File: config.mk
export PLATFORM = sky130hd
export DESIGN_NAME = pattern_fsm
export DESIGN_NICKNAME = d
export VERILOG_FILES = /design/src/rtl/pattern_fsm_pkg.sv /design/src/rtl/pattern_fsm_sat_counter.sv /design/src/rtl/pattern_fsm.sv
export SDC_FILE = /design/constraint.sdc
export NUM_CORES = 1
export LEC_CHECK = 0
export CAP_MARGIN = 10
export CORE_UTILIZATION = 40
export CTS_CLUSTER_SIZE = 30
export DETAILED_ROUTE_END_ITERATION = 12
export GPL_ROUTABILITY_DRIVEN = 0
export SLEW_MARGIN = 20
export SYNTH_ARGS = -nofsm -noshare
export SYNTH_HDL_FRONTEND = slang
export SYNTH_SLANG_ARGS = --single-unit
export TNS_END_PERCENT = 50
File: constraint.sdc
create_clock -name clk -period 5.5 [get_ports clk]
set_input_delay 1.1 -clock clk [delete_from_list [all_inputs] [get_ports clk]]
set_output_delay 1.1 -clock clk [all_outputs]
set_load 0.02 [all_outputs]
File: src/rtl/pattern_fsm_pkg.sv
`default_nettype none
// ============================================================================
// Module   : pattern_fsm_pkg
// Brief    : State encoding shared by the serial pattern detector.
// Revision : 1.0
// ============================================================================
package pattern_fsm_pkg;

  localparam int STATE_W = 2;

  typedef enum logic [STATE_W-1:0] {
    IDLE = 2'd0,
    FILL = 2'd1,
    HUNT = 2'd2
  } state_e;

endpackage
`default_nettype wire

File: src/rtl/pattern_fsm_sat_counter.sv
`default_nettype none
// ============================================================================
// Module   : sat_counter
// Brief    : Saturating event counter with a sticky saturation flag.
// Revision : 1.0
// ============================================================================
module sat_counter #(
  parameter int W = 8
) (
  input  logic         clk,
  input  logic         rst_n,
  input  logic         inc,
  input  logic         clr,
  output logic [W-1:0] cnt,
  output logic         sat
);

  localparam logic [W-1:0] c_cnt_max = '1;

  logic [W-1:0] cnt_q, cnt_d;
  logic         sat_q, sat_d;

  always_comb begin
    cnt_d = cnt_q;
    sat_d = sat_q;
    if (clr) begin
      cnt_d = '0;
      sat_d = 1'b0;
    end else begin
      if (inc && (cnt_q != c_cnt_max)) begin
        cnt_d = cnt_q + 1'b1;
      end
      // flag rises on the same edge that loads the maximum count
      if (cnt_d == c_cnt_max) begin
        sat_d = 1'b1;
      end
    end
  end

  always_ff @(posedge clk or negedge rst_n) begin
    if (!rst_n) begin
      cnt_q <= '0;
      sat_q <= 1'b0;
    end else begin
      cnt_q <= cnt_d;
      sat_q <= sat_d;
    end
  end

  assign cnt = cnt_q;
  assign sat = sat_q;

endmodule
`default_nettype wire

File: src/rtl/pattern_fsm.sv
`default_nettype none
// ============================================================================
// Module   : pattern_fsm
// Brief    : Serial bit-pattern detector with fill/hunt FSM and hit counter.
// Revision : 1.0
// ============================================================================
module pattern_fsm
  import pattern_fsm_pkg::*;
#(
  parameter int               PAT_W   = 4,
  parameter logic [PAT_W-1:0] PATTERN = PAT_W'(4'b1011),
  parameter int               OVERLAP = 1,
  parameter int               MOORE   = 0,
  parameter int               CNT_W   = 8
) (
  input  logic               clk,
  input  logic               rst_n,
  input  logic               en,
  input  logic               clr,
  input  logic               din_vld,
  input  logic               din,
  output logic               hit,
  output logic [CNT_W-1:0]   hit_cnt,
  output logic               cnt_sat,
  output logic [STATE_W-1:0] state_o
);

  localparam int               FILL_W      = $clog2(PAT_W);
  localparam logic [FILL_W-1:0] c_fill_full = FILL_W'(PAT_W - 1);

  state_e             state_q, state_d;
  logic [PAT_W-2:0]   hist_q, hist_d;
  logic [FILL_W-1:0]  fill_q, fill_d;
  logic [PAT_W-1:0]   shift_w;
  logic               accept;
  logic               raw_hit;

  assign accept  = en & din_vld & ~clr;
  assign shift_w = {hist_q, din};
  assign raw_hit = (state_q == HUNT) & accept & (shift_w == PATTERN);

  always_comb begin
    state_d = state_q;
    hist_d  = hist_q;
    fill_d  = fill_q;
    if (clr) begin
      state_d = IDLE;
      hist_d  = '0;
      fill_d  = '0;
    end else if (accept) begin
      hist_d = shift_w[PAT_W-2:0];
      if (raw_hit && (OVERLAP == 0)) begin
        fill_d  = '0;
        state_d = FILL;
      end else if (state_q != HUNT) begin
        // a one-bit history (PAT_W=2) is complete after the very first bit
        fill_d  = fill_q + 1'b1;
        state_d = (fill_d == c_fill_full) ? HUNT : FILL;
      end
    end
  end

  always_ff @(posedge clk or negedge rst_n) begin
    if (!rst_n) begin
      state_q <= IDLE;
      hist_q  <= '0;
      fill_q  <= '0;
    end else begin
      state_q <= state_d;
      hist_q  <= hist_d;
      fill_q  <= fill_d;
    end
  end

  generate
    if (MOORE != 0) begin : g_moore
      logic hit_q, hit_d;

      always_comb begin
        hit_d = raw_hit & ~clr;
      end

      always_ff @(posedge clk or negedge rst_n) begin
        if (!rst_n) begin
          hit_q <= 1'b0;
        end else begin
          hit_q <= hit_d;
        end
      end

      assign hit = hit_q;
    end else begin : g_mealy
      assign hit = raw_hit;
    end
  endgenerate

  sat_counter #(
    .W (CNT_W)
  ) u_hit_cnt (
    .clk   (clk),
    .rst_n (rst_n),
    .inc   (raw_hit),
    .clr   (clr),
    .cnt   (hit_cnt),
    .sat   (cnt_sat)
  );

  assign state_o = state_q;

endmodule
`default_nettype wire

# Yosys cells after proc, flatten, opt, wreduce, memory -nomap -nowiden
# Cells that the tools add are included.
# classes
addsub	2
eq_ne	6
muxes	14
n_bitwise	5
n_reduce_logical	5
# ops
operator	n
$mux 8	3
$mux 2	7
$add 8x1->8 const B	1
$eq 8x8->1 const B	1
$ne 8x8->1 const B	1
$mux 3	2
$reduce_bool 2->1	3
$and 1x1->1	4
$eq 2x2->1 const B	2
$eq 4x4->1 const B	1
$add 2x1->2 const B	1
$mux 1	2
$ne 2x2->1 const B	1
$reduce_and 2->1	1
$logic_and 1x1->1	1
$not 1->1	1
# totals
reg_bits	16
inputBits	6
out_inout_bits	12
elab_cells	37

# Depth between registers and ports, before layout
# depth
word_depth	10
ltp_mapped	8
mapped_depth_nobuf	6

# By module
# Synthesis repeated with hierarchy kept, for this count alone.
# unflattened
cells_unflattened	98
hier_area_um2	904.6
# by_module_without_submodules
mod	n_inst	cells_per_inst	area_each_um2	seq_area_each_um2
sat_counter	1	60	546.8	225.2
pattern_fsm	1	38	357.8	175.2

# Least setup slack after synthesis
# OpenSTA, ideal clock, no wires.
# synth_path
path_type	in2out
startpoint	in clr
endpoint	out hit
arrival_time_ns	2.015
required_ns	4.400
slack_ns	2.385
path_stages	5
path_cell_list	buf_6 -> nand4b_4 -> or3_1 -> buf_2 -> clkinv_1
# synth_between
elab_chain_len	4
# synth_rtl
item	line	text
from (decl)	pattern_fsm.sv:19	input logic clr,
$not 1->1	pattern_fsm.sv:38	assign accept = en & din_vld & ~clr;
$and 1x1->1	pattern_fsm.sv:38	
$and 1x1->1 (2 in series)	pattern_fsm.sv:40	assign raw_hit = (state_q == HUNT) & accept & (shift_w == PATTERN);
to (decl)	pattern_fsm.sv:22	output logic hit,
# Every way passes these cells.

# Final worst setup path
# Ends and elaborated chain as after synthesis.

==> summary.txt <==
Setup path
  • Reg2reg end: u_hit_cnt.sat$_DFFE_PN0P_
  • Worst path slowest cell: clkdlybuf4s50_1
  • CP bufs+invs: 4
  • Critical path endpoint: hit
  • CP delay by family, top: buffers and inverters
  • CP most frequent cell: clkdlybuf4s50_1
  • CP Cell Sequence: clkdlybuf4s50_1, buf_4, nand4b_4, or3_1, clkinv_1, clkdlybuf4s50_1
  • Reg2reg path depth: 6
  • Max stage delay on crit path: roughly 0.63 ns
  • Crit-path max FO: 18
  • Worst Path Arrival: 3.13 ns
  • Critical Path Source: clr
  • CP startpoint kind: primary input
  • R2r startpoint: u_hit_cnt.cnt[0]$_DFF_PN0_
  • CP required: roughly 4.4 ns
  • CP Depth: 6
  • CP Capture Type: output pin
  • Crit Path Category: primary input to output pin
  • Flop-to-flop setup slack: roughly 3.4 ns

Floorplanning
  • DIE AREA: around 2700 sq um
  • Chip Height: approximately 52 um
  • I/O pin total: 18
  • Initial core utilization: a little over two fifths
  • Site Rows: 17
  • Die W: 51.5 um
  • Core Box Area: 2250 sq um

Clock tree
  • CTS Root Cell: clkbuf_4
  • Clock sink count: 16
  • CTS tree: done
  • Worst-path clk slew: approximately 0.10 ns
  • CTS Hold Bufs: 0
  • CTS Buffer Depth: 2
  • Postcts setup bufs: 0
  • TritonCTS Buffers: 3
  • PostCTS Resize Cnt: 0
  • H-tree levels: 1
  • Clk_lat worst skew: around 0.28 ns

STA
  • Slew @ Worst Pin: between 0.7 and 0.8 ns
  • Fin Clk Skew: between 0.005 and 0.006 ns
  • Endpoints failing setup: 0
  • Relative slew slack: 51.8%
  • Final period utilization: 77.0%
  • RSZ-0062 raised after global routing: false
  • Final Hold Vio Count: 0
  • Final min period: between 4 and 5 ns
  • FMAX: between 200 and 250 MHz
  • TNS Setup: 0 ns
  • Slew Limit Fails: 0
  • Final Hold Slack: ~0.53 ns

Detailed routing
  • Drt via density: about 5.6
  • Detailed-route via count: 869
  • Antenna Nets Post-Route: 0
  • Starting DRT DRC Count: 15
  • Final wirelength: 2090 um
  • Wire per inst: between 10 and 15 um
  • DRT Pass-1 Iters: 4
  • DRC viols: 0

Global routing
  • Met2 usage: between 20% and 30%
  • GRT met1 Usage: roughly 28%
  • Gr usage total: between 10% and 20%
  • Busiest grt layer: met1
  • Met3 usage: 3.51%
  • Total grt overflow: 0
  • Initial antenna violation count: 0
  • First-pass GRT wire length: about 3700 um
  • Vias in the first global route: 854
  • Pin count of the biggest net entering global routing: 19

Synth
  • Number of synthesized flops with an enable pin: 0
  • Xor/xnor share of the synthesized area: between 4 and 5%
  • Leading area contributor after synthesis: dfrtp_1
  • Post-synthesis sequential area ratio: 40.8%
  • Post-synth top area share: 40.8%
  • Unique cell type count in the Yosys netlist: 39
  • Syn Area/Cell: between 8 and 9 sq um
  • Largest family of logic cells by synthesized area: simple AND/OR/NAND/NOR gates
  • Post-synthesis register bit count: 16
  • Post-synthesis compound-gate area fraction: roughly 14%
  • Synth Cell Area: 981 sq um
  • Syn Nets: 121
  • Post-synthesis simple-gate area fraction: between 30% and 40%
  • YS warnings: 0
  • Dominant cells by area after synthesis: dfrtp_1 (41%), nor2_1 (6.5%), nand2_1 (5.4%)
  • Adder-cell share of the synthesized area: approximately 2.6%
  • Cells after synthesis: between 100 and 150
  • Main synth FF type: dfrtp_1
  • FFs w/ async S/R, synth: 100%
  • Post-synthesis mux area share: under 10%

Place
  • Placed cell area: 1160 sq um
  • Port bufs: 17
  • DP Wirelength: 1550 um

Pwr
  • Pwr Total: 0.202 mW
  • Worst vdd ir: ~110 uV
  • P_leak: ~0.47 nW
  • Cell Pwr Density: ~170 nW/um^2

Final layout
  • Layout cells sized above 1: under 10%
  • Fin util: between 50 and 60%
  • P&R area growth vs syn: 20.4%
  • NumNets Final: 137
  • Final instance area: ~1200 sq um
  • Diodes inserted: 0
  • Fillers: 230

Run status
  • Status: complete, no violations

Job
  • Max-cap violations: 0

Hold path
  • Worst Hold Class: register to register
-- cells in the mapped netlist (all sizes together), types with 2 or more instances --
cell and number:
and3 2, nor2 17, ha 2, inv 4, a311oi 2, nand2b 2, nand3 3, dfrtp 16
nor3 2, xnor2 4, and3b 2, nand2 14, nand4 5, a21oi 7, clkbuf 5, and2 3
buf 2
-- cells by family (layout without fill, tap and decap cells) --
kind of cell / count (synthesis) / after routing
AND/OR/NAND/NOR: 58 / 58
flip-flops: 16 / 16
buffers and inverters: 12 / 26
adder cells (fa/ha/maj): 2 / 2
AO/OA/AOI/OAI: 19 / 19
multiplexers: 1 / 1
XOR/XNOR: 5 / 5
-- state kept, by name, indices dropped and copies added (netlist names) --
name           count
u_hit_cnt.cnt      8
state_o            2
hist_q             3
u_hit_cnt.sat      1
fill_q             2
-- layout make-up --
class | instances | area [sq um] | share of cell area (%)
Clock buffer | 3 | 22.5 | 1.91
Inverter | 5 | 18.8 | 1.59
Multi-Input combinational cell | 85 | 527 | 44.6
Sequential cell | 16 | 400 | 33.9
Tap cell | 28 | 35.0 | 2.97
Timing Repair Buffer | 18 | 178 | 15.0
-- metal layers --
layer	wire length (um)	share of wire, %
met1	1030	49
met2	960	46
met3	87	4.2
met4	12	0.57
met5	0	0
-- cells in the final DEF (no fill, tap or decap), drive strengths merged, types with 2 or more instances in the layout --
| master | n |
|---|---|
| nand3 | 3 |
| clkbuf | 3 |
| and3b | 2 |
| a21oi | 7 |
| and3 | 2 |
| ha | 2 |
| nor3 | 2 |
| and2 | 3 |
| nand2 | 14 |
| clkdlybuf4s50 | 17 |
| dfrtp | 16 |
| a311oi | 2 |
| nand2b | 2 |
| xnor2 | 4 |
| nand4 | 5 |
| inv | 4 |
| nor2 | 17 |
-- metrics by stage --
| stage | instances | setup slack, ns |
|---|---|---|
| 3_3_place_gp | 152 | 1.29 |
| 4_1_cts | 155 | 1.26 |
| 2_1_floorplan | 113 | 2.38 |
| 5_1_grt | 155 | 1.15 |
| 3_5_place_dp | 152 | 1.28 |
| 6_report | 155 | 1.27 |
-- tightest hold or removal path, cell delays in order, from the launching register on --
cell	delay (ns)
dfrtp_1	0.36
a21oi_1	0.06
nor2_1	0.07
-- worst min path at each step --
stage,endpoint,start,cells after the start,slack [ns]
4_1_cts,fill_q[1]$_DFFE_PN0P_,fill_q[1]$_DFFE_PN0P_,2,0.54
3_5_place_dp,fill_q[1]$_DFFE_PN0P_,fill_q[1]$_DFFE_PN0P_,2,0.51
6_report,fill_q[1]$_DFFE_PN0P_,fill_q[1]$_DFFE_PN0P_,2,0.53
3_3_place_gp,fill_q[1]$_DFFE_PN0P_,fill_q[1]$_DFFE_PN0P_,2,0.51
2_1_floorplan,fill_q[1]$_DFFE_PN0P_,fill_q[1]$_DFFE_PN0P_,2,0.48
5_1_grt,hist_q[2]$_DFFE_PN0P_,hist_q[2]$_DFFE_PN0P_,2,0.57
-- power breakdown --
group          internal [mW]  switching (mW)  total, mW
Clock                 0.0254          0.0374     0.0628
Sequential             0.120         0.00118      0.121
Combinational        0.00814          0.0103     0.0184
No activity file was read; power rests on OpenSTA's default activity.
